==> src/rtl/div_pkg.sv <==
// rtl/div_pkg.sv - shared state encoding and constants for the divide sequencer
package div_pkg;

  typedef enum logic [1:0] {
    IDLE  = 2'd0,
    RUN   = 2'd1,
    WRITE = 2'd2
  } div_state_e;

  localparam int          DIV_ITERS = 32;
  localparam logic [31:0] DZ_LO     = 32'hFFFF_FFFF;

endpackage

==> src/rtl/div_sequencer.sv <==
// rtl/div_sequencer.sv - controls the iterative divider: load, step, commit to HI/LO, interlock
module div_sequencer
  import div_pkg::*;
#(
  parameter int ITERS = DIV_ITERS,
  parameter int CW    = 6
) (
  input  logic        clk,
  input  logic        rst,
  input  logic        div_req,
  input  logic        div_signed,
  input  logic [31:0] divisor,
  input  logic        mfhilo_req,
  input  logic        flush,
  output logic        dp_load,
  output logic        dp_signed,
  output logic        dp_step,
  output logic        hilo_we,
  output logic        dz,
  output logic        stall,
  output logic        busy
);

  localparam logic [CW-1:0] CNT_LAST = CW'(ITERS - 1);

  div_state_e    state, state_n;
  logic [CW-1:0] cnt, cnt_n;
  logic          dz_q, dz_n;
  logic          signed_q, signed_n;
  // Low for the first cycle after reset so nothing is accepted until the pipe has settled.
  logic          armed;
  logic          accept;

  always_ff @(posedge clk) begin
    if (rst) begin
      state    <= IDLE;
      cnt      <= '0;
      dz_q     <= 1'b0;
      signed_q <= 1'b0;
      armed    <= 1'b0;
    end else begin
      state    <= state_n;
      cnt      <= cnt_n;
      dz_q     <= dz_n;
      signed_q <= signed_n;
      armed    <= 1'b1;
    end
  end

  always_comb begin
    state_n   = state;
    cnt_n     = cnt;
    dz_n      = dz_q;
    signed_n  = signed_q;
    dp_load   = 1'b0;
    dp_step   = 1'b0;
    hilo_we   = 1'b0;
    dp_signed = 1'b0;
    dz        = 1'b0;
    busy      = 1'b0;
    stall     = 1'b0;
    accept    = armed & div_req & ~flush;

    case (state)
      IDLE: begin
        if (accept) begin
          dp_load  = 1'b1;
          signed_n = div_signed;
          cnt_n    = '0;
          // A zero divisor skips the iterations and commits the fixed DZ result directly.
          if (divisor == '0) begin
            dz_n    = 1'b1;
            state_n = WRITE;
          end else begin
            dz_n    = 1'b0;
            state_n = RUN;
          end
        end
      end
      RUN: begin
        dp_step = 1'b1;
        if (cnt == CNT_LAST) begin
          cnt_n   = '0;
          state_n = WRITE;
        end else begin
          cnt_n = cnt + CW'(1);
        end
      end
      WRITE: begin
        hilo_we = 1'b1;
        dz_n    = 1'b0;
        state_n = IDLE;
      end
      default: state_n = IDLE;
    endcase

    if (rst) begin
      dp_load = 1'b0;
      dp_step = 1'b0;
      hilo_we = 1'b0;
    end else begin
      busy      = (state != IDLE);
      dz        = dz_q;
      dp_signed = dp_load ? div_signed : (busy & signed_q);
      // A squashed EX instruction never waits on the divider.
      stall     = busy & (div_req | mfhilo_req) & ~flush;
    end
  end

endmodule
==> config.mk <==
export PLATFORM = sky130hd
export DESIGN_NAME = div_sequencer
export DESIGN_NICKNAME = d
export VERILOG_FILES = /design/src/rtl/div_pkg.sv /design/src/rtl/div_sequencer.sv
export SDC_FILE = /design/constraint.sdc
export NUM_CORES = 1
export LEC_CHECK = 0
export BUFFER_PORTS_ARGS = -buffer_cell sky130_fd_sc_hd__buf_2
export CAP_MARGIN = 20
export CORE_MARGIN = 4
export CORE_UTILIZATION = 30
export DETAILED_ROUTE_END_ITERATION = 10
export PLACE_DENSITY = 0.65
export RECOVER_POWER = 100
export SYNTH_ARGS = -nofsm -noshare
export SYNTH_HDL_FRONTEND = slang
export SYNTH_SLANG_ARGS = --single-unit
==> constraint.sdc <==
create_clock -name clk -period 1.63 [get_ports clk]
set_clock_uncertainty 0.15 [all_clocks]
set_input_delay 0.326 -clock clk [delete_from_list [all_inputs] [get_ports clk]]
set_output_delay 0.326 -clock clk [all_outputs]
set_load 0.02 [all_outputs]
After elaboration in Yosys (flattened, before gate mapping) --
Cells that the tools add are included.
Storage, ports and cells: flip-flop bits (word level) 11, bits in latches 0, memory bits (writable) 0, bits in read-only memories 0, bits of input ports 38, output and inout bits 7, word-level logic and storage cells 50, memories 0
Cells by class: add/sub/neg operators 1, multipliers 0, div/mod/pow operators 0, $lt $le $gt $ge 0, eq/ne operators 5, shift-type cells 0, muxes and demuxes 23, bitwise gates (word level) 7, reduce and logical (&&, ||, !) cells 9
Operators with widths (count):
- $logic_not 32->1 | 1
- $mux 1 | 15
- $mux 6 | 2
- $pmux 6 s2 | 1
- $reduce_and 2->1 | 4
- $add 6x1->6 const B | 1
- $eq 6x5->1 const B | 1
- $mux 2 | 3
- $reduce_bool 2->1 | 3
- $and 1x1->1 | 5
- $ne 2x2->1 const B | 2
- $pmux 2 s2 | 1
- $eq 2x1->1 const B | 1
- $eq 2x2->1 const B | 1
- $logic_not 2->1 | 1
- $pmux 1 s2 | 1
- $not 1->1 | 1
- $or 1x1->1 | 1

Longest topological paths before layout --
word-level depth 6, gate-level depth with buffers 5, gate-level depth less buffers 5

Worst setup path before layout --
Ideal clock, no wire load.
kind register to output, start register state[0], end output port stall, arrival time 1262 ps, required time 1154 ps, path slack -108 ps, cell stages (with the launch flop) 4, path buffers 1, path through dfxtp_1 -> buf_2 -> nor2_1 -> nor4_1
On the way: word-level cells in the longest chain between the ends 4
RTL lines:
- start, declared | RTL line div_sequencer.sv:26 | div_state_e state, state_n;
- start signal, assigned | RTL line div_sequencer.sv:42 | state <= state_n;
- $reduce_bool 2->1 | RTL line div_sequencer.sv:102 | busy = (state != IDLE);
- $and 1x1->1 (2 in a row) | RTL line div_sequencer.sv:106 | stall = busy & (div_req | mfhilo_req) & ~flush;
- $mux 1 | RTL line div_sequencer.sv:97 | if (rst) begin
- end, declared | RTL line div_sequencer.sv:20 | output logic stall,
No other way between the ends.

Worst setup path in the final report --
start register armed, end output port dp_signed
On the way: word-level cells in the longest chain between the ends 6
RTL lines:
- start, declared | RTL line div_sequencer.sv:31 | logic armed;
- start signal, assigned | RTL line div_sequencer.sv:40 | armed <= 1'b0;
- start signal, assigned | RTL line div_sequencer.sv:46 | armed <= 1'b1;
- $and 1x1->1 (2 in a row) | RTL line div_sequencer.sv:62 | accept = armed & div_req & ~flush;
- $mux 1 | RTL line div_sequencer.sv:66 | if (accept) begin
- $mux 1 | RTL line div_sequencer.sv:64 | case (state)
- $mux 1 | RTL line div_sequencer.sv:104 | dp_signed = dp_load ? div_signed : (busy & signed_q);
- $mux 1 | RTL line div_sequencer.sv:97
- end, declared | RTL line div_sequencer.sv:16 | output logic dp_signed,
No other way between the ends.

==> metrics.txt <==
Worst Path Required around 1.2 ns; post-route ant nets 0; Yosys Warn Count 0; GRT Util Overall 15.22%; area of the multi-input gates 405.4 um2; Static Leakage 0.0004747 uW; largest cells by area after synthesis dfxtp_1, nor4_1, nor2_1; Hold EP armed$_DFF_P_; fraction of layout cells with a size suffix above 1 53.24%; CTS tree built; DIE AREA 2806 um2; num rows 16; Initial Util a little under a third; R2R setup slack -0.08 ns; Max-slew headroom between 70% and 80%; DRT Wirelength about 2000 um; post-synthesis area per instance 8.200 um2; H-Tree Depth 1; HPWL after DPL 1565 um; synth cell count leaders dfxtp_1, nor2_1, nor4_1; Worst Tran Pin Value 0.3126 ns; Area growth syn-to-layout 79.38%; CTS Buf Count 3; Syn Inst Count between 70 and 80; R2R cell count 8; final worst setup slack -0.1232 ns; DR pass1 iterations 4; Seq/Total Area, Yosys 36.29%; clk buf depth 2; DP Cell Count 156; Worst Path Max Fanout 2; Clock transition at path regs 0.07 ns; Gate power share 22.9%; Internal around 450 uW; hold_sp rst; # clock sinks 11; PD cells 560.7 nW/um2; CP Class flop to primary output; synthesized cell area 606.8 um2; Post-synth EDFFs 0; final worst-path cycle share 107.6%; Clock Power Share between 30% and 40%; Unique masters post-synth 30; # IOs 45; RSZ-0062 raised after global routing yes; final instance count without filler cells 166; Final setup violation count 5; register bit total from synthesis 11; min-delay worst type input port to flop; gr ovfl total 0; Slew Limit Fails 0; Final Hold Viols 0; vias per cell 4.976; Max Clock Freq 570.4 MHz; Post-synth ARST share 0%; hold path depth 3; Max-Cap Viols 0; via count ~830; Buffers on Ports 44; DP Area 967.2 um2; r2r endpoint cnt[5]$_SDFFE_PP0P_; pre-CTS setup slack -0.09779 ns; Die H 52.98 um; CP Capture Type primary output; # DRC 0; number of antenna violations at the first check in global routing 0; number of global-route vias before repair 821; DRT iter0 DRCs 10; switching power 163.3 uW; Critical Path AT 1.28 ns; GPL Wtd Cong 0.7780; Flop pwr share 45.9%; wire length per cell 11.98 um; Clk Latency, worst-skew pair 0.27 ns; Syn Nets 113; Post-Layout Inst Area 1089 um2; Filler cells around 170; TNS Setup -0.3447 ns; Min Clock Period, post-route about 1.8 ns; switching fraction of total power 26.76%; maximum vdd drop 0.4042 mV; most frequent cell after synthesis dfxtp_1; failing checks setup timing; Synth area leader dfxtp_1; Main synth FF type dfxtp_1; Post-CTS Hold Buffers 0; R2R Path Start armed$_DFF_P_; Worst setup SP type flop; first-pass GRT wire length roughly 3200 um; Root Buffer clkbuf_4; largest net degree at the start of global routing 11; core area just under 2000 um2; Die X around 53 um; Register Area 226.5 um2; Total Nets Final 179; area fraction of the dominant cell type after synthesis 36.29%; n_diodes 0; outcome complete, but fails checks
[placed cells by master (no fill, tap or decap), types with 2 or more instances in the layout]
cell type | Yosys | final
a211oi_1 | 2 | 2
buf_2 | 1 | 37
buf_4 | 0 | 17
buf_6 | 0 | 4
clkbuf_1 | 1 | 5
clkbuf_4 | 0 | 3
dfxtp_1 | 11 | 8
dfxtp_2 | 0 | 2
inv_1 | 4 | 3
nand2_1 | 2 | 2
nand3_1 | 3 | 3
nand4_1 | 2 | 2
nor2_1 | 9 | 7
nor3_1 | 6 | 5
nor4_1 | 9 | 8
o21ai_0 | 3 | 3
o31ai_1 | 2 | 2
xnor2_1 | 2 | 2
xor2_1 | 2 | 2
[registers in the layout, indices dropped and copies added, names as in the netlist]
signal,cells
state,2
armed,1
cnt,6
dz_q,1
signed_q,1
[stage by stage]
step	total power (uW)	utilization [%]	hold slack [ns]
6_report	610.4	56.06	0.1923
3_5_place_dp	413.8	49.81	0.3539
4_1_cts	617.7	54.45	0.1761
5_1_grt	647.2	56.06	0.1967
3_3_place_gp	411.3	49.81	0.3275
2_1_floorplan	333.2	-	0.2563
[power groups by stage]
stage                     registers (uW)  clock network, uW  logic [uW]
after detailed placement             287                  0         127
after CTS                            281                201         136
after global placement               286                  0         125
after global routing                 282                211         155
final                                280                190         140
after floorplan                      287                  0        46.3
[per-layer routing]
layer,GRT usage (%),wire length (um),vias up
li1,-,-,416
met1,17.40,796,367
met2,26.86,989,43
met3,5.915,203,0
met4,2.553,0,0
met5,0,0,-
[cell type report]
cell class	count	share of cell area, %
Multi-Input combinational cell	57	37.24
Tap cell	27	3.103
Clock buffer	4	2.414
Timing Repair Buffer	63	34.71
Sequential cell	11	20.80
Inverter	4	1.724
[critical path, cell delays in order, from the launching register on]
cell and delay (ns):
dfxtp_2 0.32, and3b_2 0.20, and3_4 0.15, a22o_4 0.21, buf_6 0.13
[cells by family (layout without fill, tap and decap cells)]
logic type / count (synthesis) / after routing / share of synthesized area, %
muxes: 1 / 1 / 1.650
xor gates and xnor gates: 4 / 4 / 5.774
DFF: 11 / 11 / 36.29
AOI/OAI and AO/OA: 15 / 15 / 18.35
and+or+nand+nor: 36 / 36 / 31.96
buffers and inverters: 6 / 71 / 3.915
adders and majority gates: 1 / 1 / 2.062
[repair_timing]
item / in CTS / in global routing
gates resized for setup: 16 / 4
endpoints found under the setup margin: 5 / 5
buffers inserted: 2 / 4
hold endpoints to repair: 0 / 0
pin swaps: 3 / 4
[worst max path at each step]
stage                                from  depth (start not counted)         to
floorplan           state[0]$_SDFFE_PP0P_                          4  dp_signed
global placement                  div_req                          5  dp_signed
detailed placement                div_req                          5  dp_signed
CTS                         armed$_DFF_P_                          4  dp_signed
global route                armed$_DFF_P_                          4  dp_signed
finish                      armed$_DFF_P_                          4  dp_signed
Power figures use the tool's default switching activity.
